File: config.mk
export PLATFORM = sky130hd
export DESIGN_NAME = prog_counter_sched
export DESIGN_NICKNAME = d
export VERILOG_FILES = /design/src/rtl/prog_counter_sched.sv
export SDC_FILE = /design/constraint.sdc
export NUM_CORES = 1
export LEC_CHECK = 0
export ABC_AREA = 1
export BUFFER_PORTS_ARGS = -buffer_cell sky130_fd_sc_hd__buf_2
export CORE_ASPECT_RATIO = 0.9
export CORE_MARGIN = 2
export CORE_UTILIZATION = 50
export CTS_CLUSTER_DIAMETER = 150
export CTS_CLUSTER_SIZE = 14
export DETAILED_ROUTE_END_ITERATION = 7
export MAX_ROUTING_LAYER = met4
export PLACE_DENSITY = 0.81
export SLEW_MARGIN = 5
export SYNTH_ARGS = -nofsm -noshare
export SYNTH_HDL_FRONTEND = slang
export SYNTH_SLANG_ARGS = --single-unit
File: constraint.sdc
create_clock -name clk -period 2.3 [get_ports clk]
set_input_delay 0.46 -clock clk [delete_from_list [all_inputs] [get_ports clk]]
set_output_delay 0.46 -clock clk [all_outputs]
set_load 0.01 [all_outputs]
File: src/rtl/prog_counter_sched.sv
// Shares one external programmable counter between NREQ requesters: arbitrate, load, count, read back.
// Define PROG_COUNTER_SCHED_FIXED_PRIO_EN for fixed lowest-index priority instead of round robin.
module prog_counter_sched #(
  parameter int unsigned NREQ  = 4,
  parameter int unsigned CNT_W = 8
) (
  input  logic                  clk,
  input  logic                  reset,
  input  logic [NREQ-1:0]       req,
  input  logic [NREQ*CNT_W-1:0] req_load_val,
  input  logic [NREQ*CNT_W-1:0] req_run_len,
  output logic [NREQ-1:0]       grant,
  output logic [NREQ-1:0]       done,
  output logic [CNT_W-1:0]      rsp_data,
  output logic                  busy,
  output logic                  cnt_load_e,
  output logic [CNT_W-1:0]      cnt_load_val,
  output logic                  cnt_out_e,
  input  logic [CNT_W-1:0]      cnt_data
);

  localparam int unsigned IDX_W = (NREQ > 1) ? $clog2(NREQ) : 1;

  typedef enum logic [2:0] {
    S_IDLE,
    S_LOAD,
    S_RUN,
    S_READ,
    S_DONE
  } state_t;

  state_t           state;
  logic [CNT_W-1:0] remaining;
  logic [CNT_W-1:0] load_arr [NREQ];
  logic [CNT_W-1:0] len_arr  [NREQ];
  logic             found;
  logic [IDX_W-1:0] pick;
  logic [NREQ-1:0]  pick_oh;

`ifndef PROG_COUNTER_SCHED_FIXED_PRIO_EN
  logic [IDX_W-1:0] ptr;
  logic [IDX_W-1:0] idx;
  int unsigned      scan;
`endif

  for (genvar g = 0; g < NREQ; g++) begin : g_unpack
    assign load_arr[g] = req_load_val[g*CNT_W +: CNT_W];
    assign len_arr[g]  = req_run_len[g*CNT_W +: CNT_W];
  end

  always_comb begin
    found   = 1'b0;
    pick    = '0;
    pick_oh = '0;
`ifndef PROG_COUNTER_SCHED_FIXED_PRIO_EN
    scan    = 0;
`endif
    for (int unsigned i = 0; i < NREQ; i++) begin
`ifdef PROG_COUNTER_SCHED_FIXED_PRIO_EN
      if (!found && req[IDX_W'(i)]) begin
        found = 1'b1;
        pick  = IDX_W'(i);
      end
`else
      // Scan upward from the pointer, wrapping without relying on NREQ being a power of two.
      scan = 32'(ptr) + i;
      if (scan >= NREQ) scan = scan - NREQ;
      if (!found && req[IDX_W'(scan)]) begin
        found = 1'b1;
        pick  = IDX_W'(scan);
      end
`endif
    end
    if (found) pick_oh[pick] = 1'b1;
  end

  always_ff @(posedge clk or posedge reset) begin
    if (reset) begin
      state        <= S_IDLE;
      remaining    <= '0;
      grant        <= '0;
      done         <= '0;
      rsp_data     <= '0;
      busy         <= 1'b0;
      cnt_load_e   <= 1'b0;
      cnt_load_val <= '0;
      cnt_out_e    <= 1'b0;
`ifndef PROG_COUNTER_SCHED_FIXED_PRIO_EN
      ptr          <= '0;
      idx          <= '0;
`endif
    end else begin
      case (state)
        S_IDLE: begin
          if (found) begin
            state        <= S_LOAD;
            remaining    <= len_arr[pick];
            cnt_load_e   <= 1'b1;
            cnt_load_val <= load_arr[pick];
            grant        <= pick_oh;
            busy         <= 1'b1;
`ifndef PROG_COUNTER_SCHED_FIXED_PRIO_EN
            idx          <= pick;
`endif
          end
        end
        S_LOAD: begin
          cnt_load_e   <= 1'b0;
          cnt_load_val <= '0;
          if (remaining == '0) begin
            state     <= S_READ;
            cnt_out_e <= 1'b1;
          end else begin
            state <= S_RUN;
          end
        end
        S_RUN: begin
          remaining <= remaining - CNT_W'(1);
          if (remaining == CNT_W'(1)) begin
            state     <= S_READ;
            cnt_out_e <= 1'b1;
          end
        end
        S_READ: begin
          cnt_out_e <= 1'b0;
          rsp_data  <= cnt_data;
          done      <= grant;
          state     <= S_DONE;
        end
        S_DONE: begin
          done  <= '0;
          grant <= '0;
          busy  <= 1'b0;
          state <= S_IDLE;
`ifndef PROG_COUNTER_SCHED_FIXED_PRIO_EN
          ptr   <= (idx == IDX_W'(NREQ - 1)) ? '0 : idx + IDX_W'(1);
`endif
        end
        default: state <= S_IDLE;
      endcase
    end
  end

endmodule

### After elaboration in Yosys (flattened, before gate mapping)

Index checks and enable logic that the tools add are counted.

* bitwise operators: 1
* equality and inequality tests: 9
* order comparisons: 11
* multiplexer cells: 46
* add/subtract/negate cells: 9
* reduce and logical (&&, ||, !) cells: 20

Operators by type and width (count)
* $mux W8: 6
* $bmux W8 S2: 2
* $pmux W8 S2: 2
* $mux W2: 9
* $pmux W4 S2: 2
* $lt A2 B3 Y1 const B: 5
* $mux W1: 13
* $ge A3 B3 Y1 const B: 4
* $pmux W3 S4: 1
* $reduce_and A2 Y1: 5
* $bmux W1 S2: 4
* $eq A8 B1 Y1 const B: 1
* $logic_not A8 Y1: 1
* $reduce_bool A2 Y1: 4
* $sub A2 B1 Y2 const B: 4
* $sub A8 B1 Y8 const B: 1
* $add A2 B2 Y3 const B: 2
* $eq A3 B2 Y1 const B: 2
* $mux W3: 2
* $ne A2 B2 Y1 const B: 3
* $logic_and A1 B1 Y1: 4
* $mux W4: 1
* $pmux W1 S2: 2
* $add A2 B1 Y3 const B: 1
* other kinds (13): 15

* register bits after elaboration: 42
* input port bits: 78
* output and inout port bits: 27
* word-level logic and storage cells: 107

### Logic depth before layout (Yosys ltp)

* word-level depth: 20
* gate-level depth with buffers: 17
* mapped depth without buffers: 16

### Worst setup path before layout

No wires, ideal clock.

* kind: register to register
* start: register ptr[0]
* end: register remaining[3]
* clock period less this slack: 1.757 ns
* path buffers: 2
* data required time: 2.174 ns
* data arrival time: 1.631 ns
* cell stages (with the launch flop): 15
* setup slack: 0.543 ns
* cell sequence: dfrtp_1 > buf_6 > nand2_2 > nand3_2 > nand2_2 > nor2_1 > nor2_1 > nand2_4 > nand2_4 > inv_4 > buf_6 > nand3_1 > nand3_1 > nor2_1 > nor2_1

* longest elaborated chain between the ends: 20

RTL lines
* start, declared: RTL line 41 `logic [IDX_W-1:0] ptr;`
* start signal, assigned: RTL line 136 `ptr <= (idx == IDX_W'(NREQ - 1)) ? '0 : idx + IDX_W'(1);`
* parallel branches: the longest is 20 deep, another holds $add A2 B1 Y3
* end signal, assigned: RTL line 97 `remaining <= len_arr[pick];`
* end signal, assigned: RTL line 118 `remaining <= remaining - CNT_W'(1);`
* end, declared: RTL line 33 `logic [CNT_W-1:0] remaining;`

Several ways; the timed one is not identified. The select of a mux whose other input is x is not followed.
A chain may end at the register's enable or synchronous reset.

### Final worst setup path

* start: register ptr[0]
* end: register remaining[4]

The elaborated chain is that of the path after synthesis.

==> key figures <==
Floorplan
  – Ports: 105
  – Die Ht: 74.6 µm
  – Initial core utilization: 0.524
  – Core ar.: 5290 µm²
  – Die Wd: 82.5 µm
  – Row cnt: 25
  – Die ar.: 6150 µm²

Detailed routing
  – Final wirelength: 7410 µm
  – WL per Instance: 12.3 µm
  – Total number of vias: 3001
  – Initial detailed-routing violation count: 228
  – DRT antenna net count: 0
  – Drt via density: 4.99
  – DRT Pass-1 Iters: 4
  – DRC: 0

Worst setup path
  – Crit start category: register
  – Crit end category: register
  – Max incr delay on CP: 0.48 ns
  – Crit Path Category: register to register
  – Worst-path cell chain: inv_2 > nand2_1 > nand2_2 > nand2_1 > o21ai_1 > nand3_2 > nand2_4 > nand2_8 > buf_12 > nand2_1 > nand2_1 > nand2_1 > nand3_1 > nand2_1 > nand2_1
  – CP most frequent cell: nand2_1
  – Worst path top cell family by delay: simple AND/OR/NAND/NOR gates
  – Crit path DAT: 2.30 ns
  – CP max-delay cell: dfrtp_2
  – Worst Path Required: 2.50 ns
  – Crit path max fanout: 21
  – Buf/Inv on CP: 2

Finish
  – Most frequent cells in the layout: 226 x nand2_1, 104 x buf_2, 41 x dfrtp_1, 28 x nand3_1, 26 x inv_1
  – Layout Nets: 615
  – Util after Layout: 0.661
  – Growth of design area from synthesis to finish: 26.2%
  – Ant diodes: 0
  – FILL cells: 474
  – Share of layout cells above drive strength 1: 0.275
  – Commonest non-fill, non-tap cell in the layout: nand2_1

Yosys
  – Seq/Total Area, Yosys: 0.379
  – Main synth FF type: dfrtp_1
  – Synth warn: 0
  – Post-synthesis area per instance: 6.53 µm²
  – Post-Syn Instances: 424
  – Post-synth design cell area: 2770 µm²
  – #FFs+latches synth: 42
  – Area contributors post-synth: dfrtp_1 38%, nand2_1 31%, nand3_1 5.2%
  – Post-synth EDFFs: 0
  – Area leader, netlist: dfrtp_1
  – Yosys cell types: 32
  – FFs w/ async S/R, synth: 1.00
  – Share of the synthesized area in the top cell type: 0.379
  – Post-synthesis net count: 506

Timing
  – Min Clock Period, post-route: 2.10 ns
  – Endpoints failing hold: 0
  – Worst Max-Slew Pin Slew: 0.539 ns
  – Slew headroom: 0.641
  – F_max: 477 MHz
  – RSZ-0062 raised after global routing: true
  – Tcrit/Tclk final: 0.912
  – # setup viols final: 0
  – Max-slew violations: 0
  – Layout Skew: 0.00812 ns
  – Final worst slack: 0.203 ns
  – Setup_tns: 0 ns

Placed design
  – Gpl congestion: 0.869
  – Dpl hpwl: 5660 µm
  – Port Buffers: 104
  – Pre-CTS setup slack: 0.119 ns

GRT
  – GRT overflow: 0
  – Aggregate global-route resource usage: 0.261
  – Antenna violations before repair: 0
  – First-pass GRT wire length: 12000 µm
  – Largest net degree at the start of global routing: 43
  – Vias in the first global route: 2673

Outcome
  – Outcome: finished, final reports clean

Min path
  – Hold crit path type: input pin to asynchronous set/reset pin

CTS
  – CTS clk-pin slew, worst paths: 0.10 ns
  – CTS tree: built
  – Worst-Skew Late Latency: 0.31 ns
  – H-Tree Depth: 2
  – CTS Hold Bufs: 0
  – CTS Buf Count: 5
  – Maximum buffer depth of the clock tree: 2
  – Clock Sinks: 42
  – Root Driver: clkbuf_8

Power
  – VDD IR max: 0.944 mV
  – Pleak: 2.06 nW
  – Pwr Total: 0.00577 W
  – Pwr dens: 1650 nW/µm²

Run
  – Number of max-cap violations: 0
==> metal layers <==
metal,part of all wire,global-route usage
met3,0.071,0.0612
met4,0.0085,0.0463
met5,0,-
met1,0.46,0.359
met2,0.46,0.399
==> flip-flops by register name (all words and copies together) (netlist names) <==
signal	count
idx	2
busy	1
grant	4
remaining	8
cnt_load_val	8
cnt_out_e	1
state	3
rsp_data	8
ptr	2
done	4
cnt_load_e	1
==> worst paths after layout <==
| check | end | slack (ns) | depth (start not counted) | startpoint |
|---|---|---|---|---|
| worst max-delay path | remaining[4]$_DFFE_PP0P_ | 0.20 | 15 | ptr[0]$_DFFE_PP0P_ |
| worst min-delay path | rsp_data[7]$_DFFE_PP0P_ | 0.27 | 3 | reset |
| worst max register to register | remaining[4]$_DFFE_PP0P_ | 0.20 | 15 | ptr[0]$_DFFE_PP0P_ |
| worst min register to register | rsp_data[6]$_DFFE_PP0P_ | 0.48 | 2 | rsp_data[6]$_DFFE_PP0P_ |
| max in group asynchronous | ptr[0]$_DFFE_PP0P_ | 1.63 | 3 | reset |
| min in group clk | rsp_data[2]$_DFFE_PP0P_ | 0.34 | 3 | cnt_data[2] |
==> timing repair <==
item                                    CTS  global route
gates resized for setup                   0             6
setup buffers                             0             1
endpoints found under the setup margin    0            17
hold endpoints to repair                  0             0
==> synth_stat cells, types with 3 or more instances <==
library cell	number
nand3_2	3
nor2_1	22
buf_6	3
nand2_1	226
nand4_1	4
buf_2	4
o21ai_0	18
inv_1	26
a21oi_1	8
dfrtp_1	42
buf_4	3
inv_2	3
ha_1	4
nand2_2	7
nand3_1	29
==> where the power goes <==
part           switching, W  leakage [nW]  internal [W]
combinational       0.00250          1.49       0.00138
sequential         0.000259         0.522       0.00109
clock              0.000309        0.0495      0.000226
==> worst min-delay path, stage by stage <==
cell,delay [ns]
buf_2,0.09
inv_1,0.04
buf_4,0.45
==> logic make-up after synthesis <==
group,Yosys count,synth area share
buf+inv,44,0.0754
simple gates,299,0.456
fa+ha+maj,4,0.0181
xor+xnor,1,0.00316
compound gates,34,0.0678
flops,42,0.379
==> per-stage QoR <==
step	area (µm²)	hold slack, ns	std cells
after floorplan	2770	0.457	424
after CTS	3470	0.288	600
after global routing	3500	0.319	601
after detailed placement	3370	0.454	592
after global placement	3370	0.450	592
final	3500	0.273	601
==> cell type report <==
class	count	area [µm²]	share of cell area
clock buffers	5	68.8	0.0197
well taps	67	83.8	0.0240
clock inverters	3	26.3	0.00752
inverters	32	128	0.0365
repair buffers	114	608	0.174
multi-input cells	338	1530	0.437
flip-flops and latches	42	1050	0.301
Note: power is estimated with default switching activity, not from simulation.
